**config.mk**
```make
export PLATFORM = sky130hd
export DESIGN_NAME = song_reader
export DESIGN_NICKNAME = d
export VERILOG_FILES = /design/src/rtl/song_reader.sv
export SDC_FILE = /design/constraint.sdc
export NUM_CORES = 1
export LEC_CHECK = 0
export CAP_MARGIN = 20
export CORE_ASPECT_RATIO = 0.9
export CORE_MARGIN = 1
export CORE_UTILIZATION = 35
export DETAILED_ROUTE_END_ITERATION = 16
export PLACE_DENSITY = 0.54
export REMOVE_ABC_BUFFERS = 1
export SLEW_MARGIN = 20
export SYNTH_ARGS = -nofsm -noshare
export SYNTH_HDL_FRONTEND = slang
export SYNTH_SLANG_ARGS = --single-unit
```
**constraint.sdc**
```tcl
create_clock -name clk_i -period 8.6 [get_ports clk_i]
set_input_delay 0.86 -clock clk_i [delete_from_list [all_inputs] [get_ports clk_i]]
set_output_delay 0.86 -clock clk_i [all_outputs]
set_load 0.1 [all_outputs]
```
**src/rtl/song_reader.sv**
```systemverilog
// rtl/song_reader.sv - plays {note,length} entries from the song RAM as a timed square wave
// One entry at a time: fetch, decode, play for length beats, then a silent gap.
module song_reader #(
  parameter int ADDR_BITS  = 6,
  parameter int NOTE_BITS  = 3,
  parameter int LEN_BITS   = 3,
  parameter int TICK_DIV   = 100000,
  parameter int BEAT_MS    = 125,
  parameter int GAP_MS     = 10,
  parameter int TONE_SCALE = 0
) (
  input  logic                          clk_i,
  input  logic                          rst_i,
  input  logic                          start_i,
  input  logic                          stop_i,
  input  logic [1:0]                    octave_i,
  output logic                          rd_en_o,
  output logic [ADDR_BITS-1:0]          rd_addr_o,
  input  logic [NOTE_BITS+LEN_BITS-1:0] rd_data_i,
  output logic                          buzzer_o,
  output logic                          busy_o,
  output logic [NOTE_BITS-1:0]          cur_note_o,
  output logic [ADDR_BITS-1:0]          cur_addr_o,
  output logic                          done_o
);

  localparam int DATA_BITS = NOTE_BITS + LEN_BITS;
  localparam int HP_BITS   = 21;
  localparam int MS_BITS   = 16;
  localparam int PRE_BITS  = (TICK_DIV > 1) ? $clog2(TICK_DIV) : 1;
  localparam logic [PRE_BITS-1:0]  PRE_LAST  = PRE_BITS'(TICK_DIV - 1);
  localparam logic [MS_BITS-1:0]   GAP_LAST  = MS_BITS'((GAP_MS > 0) ? GAP_MS - 1 : 0);
  localparam logic [ADDR_BITS-1:0] ADDR_LAST = '1;

  typedef enum logic [2:0] {
    S_IDLE,
    S_FETCH,
    S_WAIT,
    S_DECODE,
    S_PLAY,
    S_GAP,
    S_DONE
  } state_t;

  state_t                 state_q, state_d;
  logic [ADDR_BITS-1:0]   cur_addr_q, cur_addr_d;
  logic [DATA_BITS-1:0]   data_q, data_d;
  logic [NOTE_BITS-1:0]   note_q, note_d;
  logic [HP_BITS-1:0]     hp_q, hp_d;
  logic [MS_BITS-1:0]     ms_target_q, ms_target_d;
  logic [PRE_BITS-1:0]    pre_q, pre_d;
  logic [MS_BITS-1:0]     ms_q, ms_d;
  logic [HP_BITS-1:0]     tone_cnt_q, tone_cnt_d;
  logic                   tone_q, tone_d;

  logic                   ms_tick;
  logic [NOTE_BITS-1:0]   dec_note;
  logic [LEN_BITS-1:0]    dec_len;
  logic [HP_BITS-1:0]     hp_base;
  logic [HP_BITS-1:0]     hp_sel;

  // Half-period in clk cycles for the mid octave; unused codes stay silent.
  function automatic logic [HP_BITS-1:0] base_hp(input logic [NOTE_BITS-1:0] note);
    logic [HP_BITS-1:0] hp;
    case (note)
      NOTE_BITS'(1): hp = 21'd191113;
      NOTE_BITS'(2): hp = 21'd170262;
      NOTE_BITS'(3): hp = 21'd151686;
      NOTE_BITS'(4): hp = 21'd143172;
      NOTE_BITS'(5): hp = 21'd127553;
      NOTE_BITS'(6): hp = 21'd113636;
      NOTE_BITS'(7): hp = 21'd101239;
      default:       hp = '0;
    endcase
    return hp >> TONE_SCALE;
  endfunction

  always_ff @(posedge clk_i or posedge rst_i) begin
    if (rst_i) begin
      state_q     <= S_IDLE;
      cur_addr_q  <= '0;
      data_q      <= '0;
      note_q      <= '0;
      hp_q        <= '0;
      ms_target_q <= '0;
      pre_q       <= '0;
      ms_q        <= '0;
      tone_cnt_q  <= '0;
      tone_q      <= 1'b0;
    end else begin
      state_q     <= state_d;
      cur_addr_q  <= cur_addr_d;
      data_q      <= data_d;
      note_q      <= note_d;
      hp_q        <= hp_d;
      ms_target_q <= ms_target_d;
      pre_q       <= pre_d;
      ms_q        <= ms_d;
      tone_cnt_q  <= tone_cnt_d;
      tone_q      <= tone_d;
    end
  end

  always_comb begin
    state_d     = state_q;
    cur_addr_d  = cur_addr_q;
    data_d      = data_q;
    note_d      = note_q;
    hp_d        = hp_q;
    ms_target_d = ms_target_q;
    pre_d       = pre_q;
    ms_d        = ms_q;
    tone_cnt_d  = tone_cnt_q;
    tone_d      = tone_q;

    ms_tick  = (pre_q == PRE_LAST);
    dec_note = data_q[DATA_BITS-1:LEN_BITS];
    dec_len  = data_q[LEN_BITS-1:0];
    hp_base  = base_hp(dec_note);
    hp_sel   = hp_base;
    if (octave_i == 2'd0) begin
      hp_sel = hp_base << 1;
    end else if (octave_i == 2'd2) begin
      hp_sel = hp_base >> 1;
    end

    case (state_q)
      S_IDLE: begin
        if (start_i) begin
          state_d    = S_FETCH;
          cur_addr_d = '0;
        end
      end
      S_FETCH: state_d = S_WAIT;
      S_WAIT: begin
        data_d  = rd_data_i;
        state_d = S_DECODE;
      end
      S_DECODE: begin
        if (dec_len == '0) begin
          state_d = S_DONE;
        end else begin
          note_d      = dec_note;
          hp_d        = hp_sel;
          ms_target_d = MS_BITS'(dec_len) * MS_BITS'(BEAT_MS);
          pre_d       = '0;
          ms_d        = '0;
          tone_cnt_d  = '0;
          tone_d      = 1'b0;
          state_d     = S_PLAY;
        end
      end
      S_PLAY: begin
        pre_d = ms_tick ? '0 : pre_q + 1'b1;
        if (ms_tick) ms_d = ms_q + 1'b1;
        // A zero half-period (rest) never toggles the tone.
        if (hp_q != '0) begin
          if (tone_cnt_q == hp_q - 1'b1) begin
            tone_cnt_d = '0;
            tone_d     = ~tone_q;
          end else begin
            tone_cnt_d = tone_cnt_q + 1'b1;
          end
        end
        if (ms_tick && (ms_q == ms_target_q - 1'b1)) begin
          state_d    = S_GAP;
          pre_d      = '0;
          ms_d       = '0;
          tone_cnt_d = '0;
          tone_d     = 1'b0;
        end
      end
      S_GAP: begin
        pre_d = ms_tick ? '0 : pre_q + 1'b1;
        if (ms_tick) ms_d = ms_q + 1'b1;
        if (ms_tick && (ms_q == GAP_LAST)) begin
          pre_d = '0;
          ms_d  = '0;
          if (cur_addr_q == ADDR_LAST) begin
            state_d = S_DONE;
          end else begin
            cur_addr_d = cur_addr_q + 1'b1;
            state_d    = S_FETCH;
          end
        end
      end
      S_DONE:  state_d = S_IDLE;
      default: state_d = S_IDLE;
    endcase

    if (stop_i) begin
      state_d = S_IDLE;
      tone_d  = 1'b0;
    end
  end

  // Stop masks the strobes combinationally so the aborting cycle is already quiet.
  assign busy_o     = (state_q != S_IDLE);
  assign rd_en_o    = (state_q == S_FETCH) && !stop_i;
  assign rd_addr_o  = cur_addr_q;
  assign cur_addr_o = cur_addr_q;
  assign buzzer_o   = (state_q == S_PLAY) && tone_q && !stop_i;
  assign cur_note_o = (state_q == S_PLAY) ? note_q : '0;
  assign done_o     = (state_q == S_DONE) && !stop_i;

endmodule

```
**After elaboration in Yosys (flattened, before gate mapping)**

Index checks and enable logic that the tools add are counted.

- Register bits after elaboration: 104
- Word-level logic and storage cells: 107
- Output and inout bits: 19
- Input bits: 12

- Add/subtract/negate cells: 6
- Mux-type cells: 36
- Multipliers: 1
- Eq/ne operators: 30
- Reductions and logical operators: 22
- Bitwise gates (word level): 2

Operators with widths:

| operator | count |
|---|---|
| 2-to-1 mux 21 bit | 6 |
| case mux 18 bit (7 select lines) | 1 |
| 2-to-1 mux 17 bit | 4 |
| 2-to-1 mux 16 bit | 4 |
| case mux 17 bit (3 select lines) | 1 |
| case mux 16 bit (3 select lines) | 1 |
| case mux 21 bit (2 select lines) | 1 |
| adder 21 x 1 -> 21 bit (second input constant) | 1 |
| == test 21 bit | 1 |
| == test 3 bit (second input constant) | 7 |
| nonzero test 21 bit | 1 |
| subtractor 21 x 1 -> 21 bit (second input constant) | 1 |
| 2-to-1 mux 3 bit | 6 |
| 2-to-1 mux 6 bit | 3 |
| case mux 3 bit (6 select lines) | 1 |
| adder 17 x 1 -> 17 bit (second input constant) | 1 |
| == test 17 bit (second input constant) | 1 |
| adder 16 x 1 -> 16 bit (second input constant) | 1 |
| == test 16 bit | 1 |
| == test 16 x 4 -> 1 bit (second input constant) | 1 |
| inequality test 3 bit (second input constant) | 5 |
| == test 3 x 2 -> 1 bit (second input constant) | 4 |
| case mux 6 bit (2 select lines) | 1 |
| subtractor 10 x 1 -> 11 bit (second input constant) | 1 |
| 20 further kinds | 42 |

**Logic depth before layout (Yosys ltp)**

- Depth after elaboration: 7
- Depth in mapped cells: 14
- Gate-level depth less buffers: 10

**Least setup slack after synthesis**

Ideal clock, no wire load.

- Path type: input to output
- Start: input stop_i
- End: output rd_en_o
- Path slack: 3.729 ns
- Required time: 7.740 ns
- Buffers on the path: 0
- Data arrival time: 4.011 ns
- Cell stages on the path: 1
- Cell sequence: nor4b_1

- Word-level cells in the longest chain between the ends: 2

RTL lines:

| item | RTL line | source |
|---|---|---|
| from (decl) | 15 | `input logic stop_i,` |
| logical NOT 1 bit | 199 | `assign rd_en_o = (state_q == S_FETCH) && !stop_i;` |
| logical AND 1 bit | 199 |  |
| to (decl) | 17 | `output logic rd_en_o,` |

Every way passes these cells.

**Worst setup path in the final report**

- Start: input stop_i
- End: output buzzer_o

- Word-level cells in the longest chain between the ends: 2

RTL lines:

| item | RTL line | source |
|---|---|---|
| logical NOT 1 bit | 202 | `assign buzzer_o = (state_q == S_PLAY) && tone_q && !stop_i;` |
| logical AND 1 bit | 202 |  |
| to (decl) | 20 | `output logic buzzer_o,` |

Every way passes these cells.

==> run metrics <==
total wire length=17760 um; prevailing post-synth register cell=dfrtp_1; Setup TNS=0 ps; area leader, netlist=dfrtp_1; Comb pwr share=38.9%; initial cell density of the core=36.02%; Simple-Gate Fraction of Synth Area=27.69%; vias per cell=5.551; P_sw=807.0 uW; GRT overflow=0; Crit-path slowest cell=clkdlybuf4s50_1; I/O pins=31; CTS Buf Count=9; unrepaired setup endpoints after global routing=no; Power Density=248.4 mW/mm^2; CORE AREA=0.01934 mm^2; number of diodes=0; Synth Area in XOR/XNOR=6.412%; Max stage delay on crit path=1210 ps; Clk pwr share=20.9%; CTS-repair resized insts=0; Vert. Die Dim=135.8 um; largest net degree at the start of global routing=54; largest family of logic cells by synthesized area=simple AND/OR/NAND/NOR gates; Compound-Gate Fraction of Synth Area=19.63%; status=finished, final reports clean; Max Fclk=0.2475 GHz; Die X=150.7 um; layout cell share with drive strength beyond 1=4.807%; Peak VDD IR=0.1734 mV; Synth Area in Adders=4.023%; Worst path most repeated cell=clkdlybuf4s50_1; internal cell power=1101 uW; sw frac=42.29%; antenna-violating nets left=0; Clock Path Buffers=2; max_cap viols=0; PortBufs=30; H-tree depth=3; most numerous cell in the Yosys netlist=nand2_1; DRT iter0 DRCs=418; Post-layout nets=880; Critical Path Start Type=input pin; routed len/inst=16.10 um; hold_sp=note_q[1]; Yosys Warn Count=0; 1st-pass router iterations=5; arrival time at the worst endpoint=3180 ps; CTS tree=yes; top-area cell type share of the netlist area=36.64%; sequential power share=40.1%; mux share of post-synthesis cell area=1.042%; WHS=473.1 ps; first-pass GRT wire length=28970 um; all-layer global routing usage=18.08%; hpwl dp=12490 um; Data required, critical path=7740 ps; worst r2r src=pre_q[11]; initial antenna violation count=0; clk_skew=10.04 ps; Synth Register Bits=102; max_slew headroom=30.48%; Crit Path Class=input pin to output port; period utilization=46.98%; Die Area=0.02047 mm^2; row cnt=48; via count=6123; Reg clk slew, reported paths=70 ps; CTS root buffer=clkbuf_16; delay-heaviest family, CP=buffers and inverters; CTS Hold Bufs=0; Worst Setup End Kind=output port; post-CTS setup buffers=0; Syn Inst Count=859; CP Cell Sequence=clkdlybuf4s50_1 -> nand2b_1 -> nor3_1 -> clkdlybuf4s50_1; hold crit path type=register to register; setup violators final=0; final slew viol count=0; minimum clock period=4040 ps; Crit Path Max Fanout=8; Lkg Pwr=0.002987 uW; DP Area=0.007410 mm^2; CP bufs+invs=2; Seq/Total Area, Yosys=36.64%; vias in the first global route=5346; launch point of the worst path=stop_i; synthesized area=0.006967 mm^2; RePlAce Congestion=0.8242; Layout area overhead=10.27%; worst slew pin tran=1043 ps; layout filler cell count=2010; Finished Cell Area=0.007682 mm^2; Post-synth EDFFs=0; synth cell count leaders=nand2_1, dfrtp_1, o21ai_0; clk_lat worst skew=360 ps; Synth area leaders=dfrtp_1, nand2_1, o21ai_0; DRC viols=0; Hold Vio Cnt, Final=0; Post-synth ARST share=100.0%; Yosys cell types=62; clock sinks=102; syn avg cell area=8.110 um^2
## per-layer routing
metal / vias up / routed length [um] / global-route usage, % / part of all wire [%]
met5: - / 0 / 0 / 0
met3: 12 / 659 / 2.752 / 3.7
li1: 3093 / - / - / -
met4: 0 / 210 / 4.833 / 1.2
met2: 119 / 7500 / 25.55 / 42
met1: 2899 / 9393 / 28.14 / 53
## tightest hold or removal path: stages (launching register included)
cell and delay (ps):
dfrtp_1 340, nand2_1 50, nand2_1 60
## through the flow
stage          setup slack, ps  power [uW]  std cells  utilization [%]
2_1_floorplan             3729        1309        799                -
3_3_place_gp              4497        1511       1087            38.32
3_5_place_dp              4529        1519       1087            38.32
4_1_cts                   4523        1926       1103            39.73
5_1_grt                   4506        2061       1103            39.73
6_report                  4560        1908       1103            39.73
## cells in the final DEF (no fill, tap or decap), types with 4 or more instances in the layout
master / netlist / final
clkbuf_16: 0 / 9
o221ai_1: 4 / 4
nand2_1: 118 / 118
nand4bb_1: 4 / 4
nand2b_1: 9 / 9
a21o_1: 4 / 4
a22o_1: 11 / 11
or2_2: 5 / 5
nor2b_1: 8 / 8
xor2_1: 20 / 20
a211o_1: 4 / 4
ha_1: 16 / 16
o21ai_0: 84 / 84
nand3b_1: 4 / 4
o22ai_1: 5 / 5
o31ai_1: 22 / 21
xnor2_1: 31 / 31
and3_1: 12 / 12
nand4_1: 24 / 24
dfrtp_1: 102 / 102
a31oi_1: 17 / 17
nand3_1: 27 / 27
a21oi_1: 40 / 40
clkdlybuf4s50_1: 0 / 30
inv_1: 17 / 16
o21a_1: 5 / 5
or3_1: 12 / 12
fa_1: 4 / 4
and2_1: 8 / 8
nor3_1: 25 / 25
buf_4: 6 / 8
mux2i_1: 5 / 5
or4_1: 14 / 14
nor2_1: 74 / 74
nor4_1: 16 / 16
## area by class of cell
cell class                 instances  area [um^2]  area share, %
tap                              250        312.8          4.072
multi-input combinational        679         4114          53.55
inverter                          18        70.07         0.9121
timing repair buffer              38        360.3          4.691
clock inverter                     7        47.55         0.6189
clock buffer                       9        225.2          2.932
sequential                       102         2552          33.22
## power by group through the flow
stage	logic (uW)	registers, uW	clock network, uW
3_5_place_dp	743	776	0
6_report	743	766	399
2_1_floorplan	589	720	0
5_1_grt	841	795	425
3_3_place_gp	738	773	0
4_1_cts	748	766	412
## state kept, by name (all words and copies together), names as in the netlist
signal and count:
ms_target_q 10, state_q 3, ms_q 16, note_q 3
cur_addr_o 6, tone_q 1, hp_q 19, tone_cnt_q 21
data_q 6, pre_q 17
## kinds of logic (layout without fill, tap and decap cells)
family | after synthesis | after routing
simple gates | 380 | 380
compound gates | 221 | 221
flops | 102 | 102
buf+inv | 78 | 72
xor+xnor | 51 | 51
fa+ha+maj | 20 | 20
mux | 7 | 7
## final timing paths
| kind | end | slack [ps] | cells after the start |
|---|---|---|---|
| worst max-delay path | buzzer_o | 4560 | 4 |
| worst min-delay path | note_q[1] | 470 | 2 |
| worst max register to register | tone_cnt_q[7] | 4730 | 7 |
| worst min register to register | note_q[1] | 470 | 2 |
| max in group asynchronous | hp_q[16] | 6510 | 3 |
| min in group asynchronous | pre_q[16] | 940 | 2 |
No activity file was read; power rests on OpenSTA's default activity.
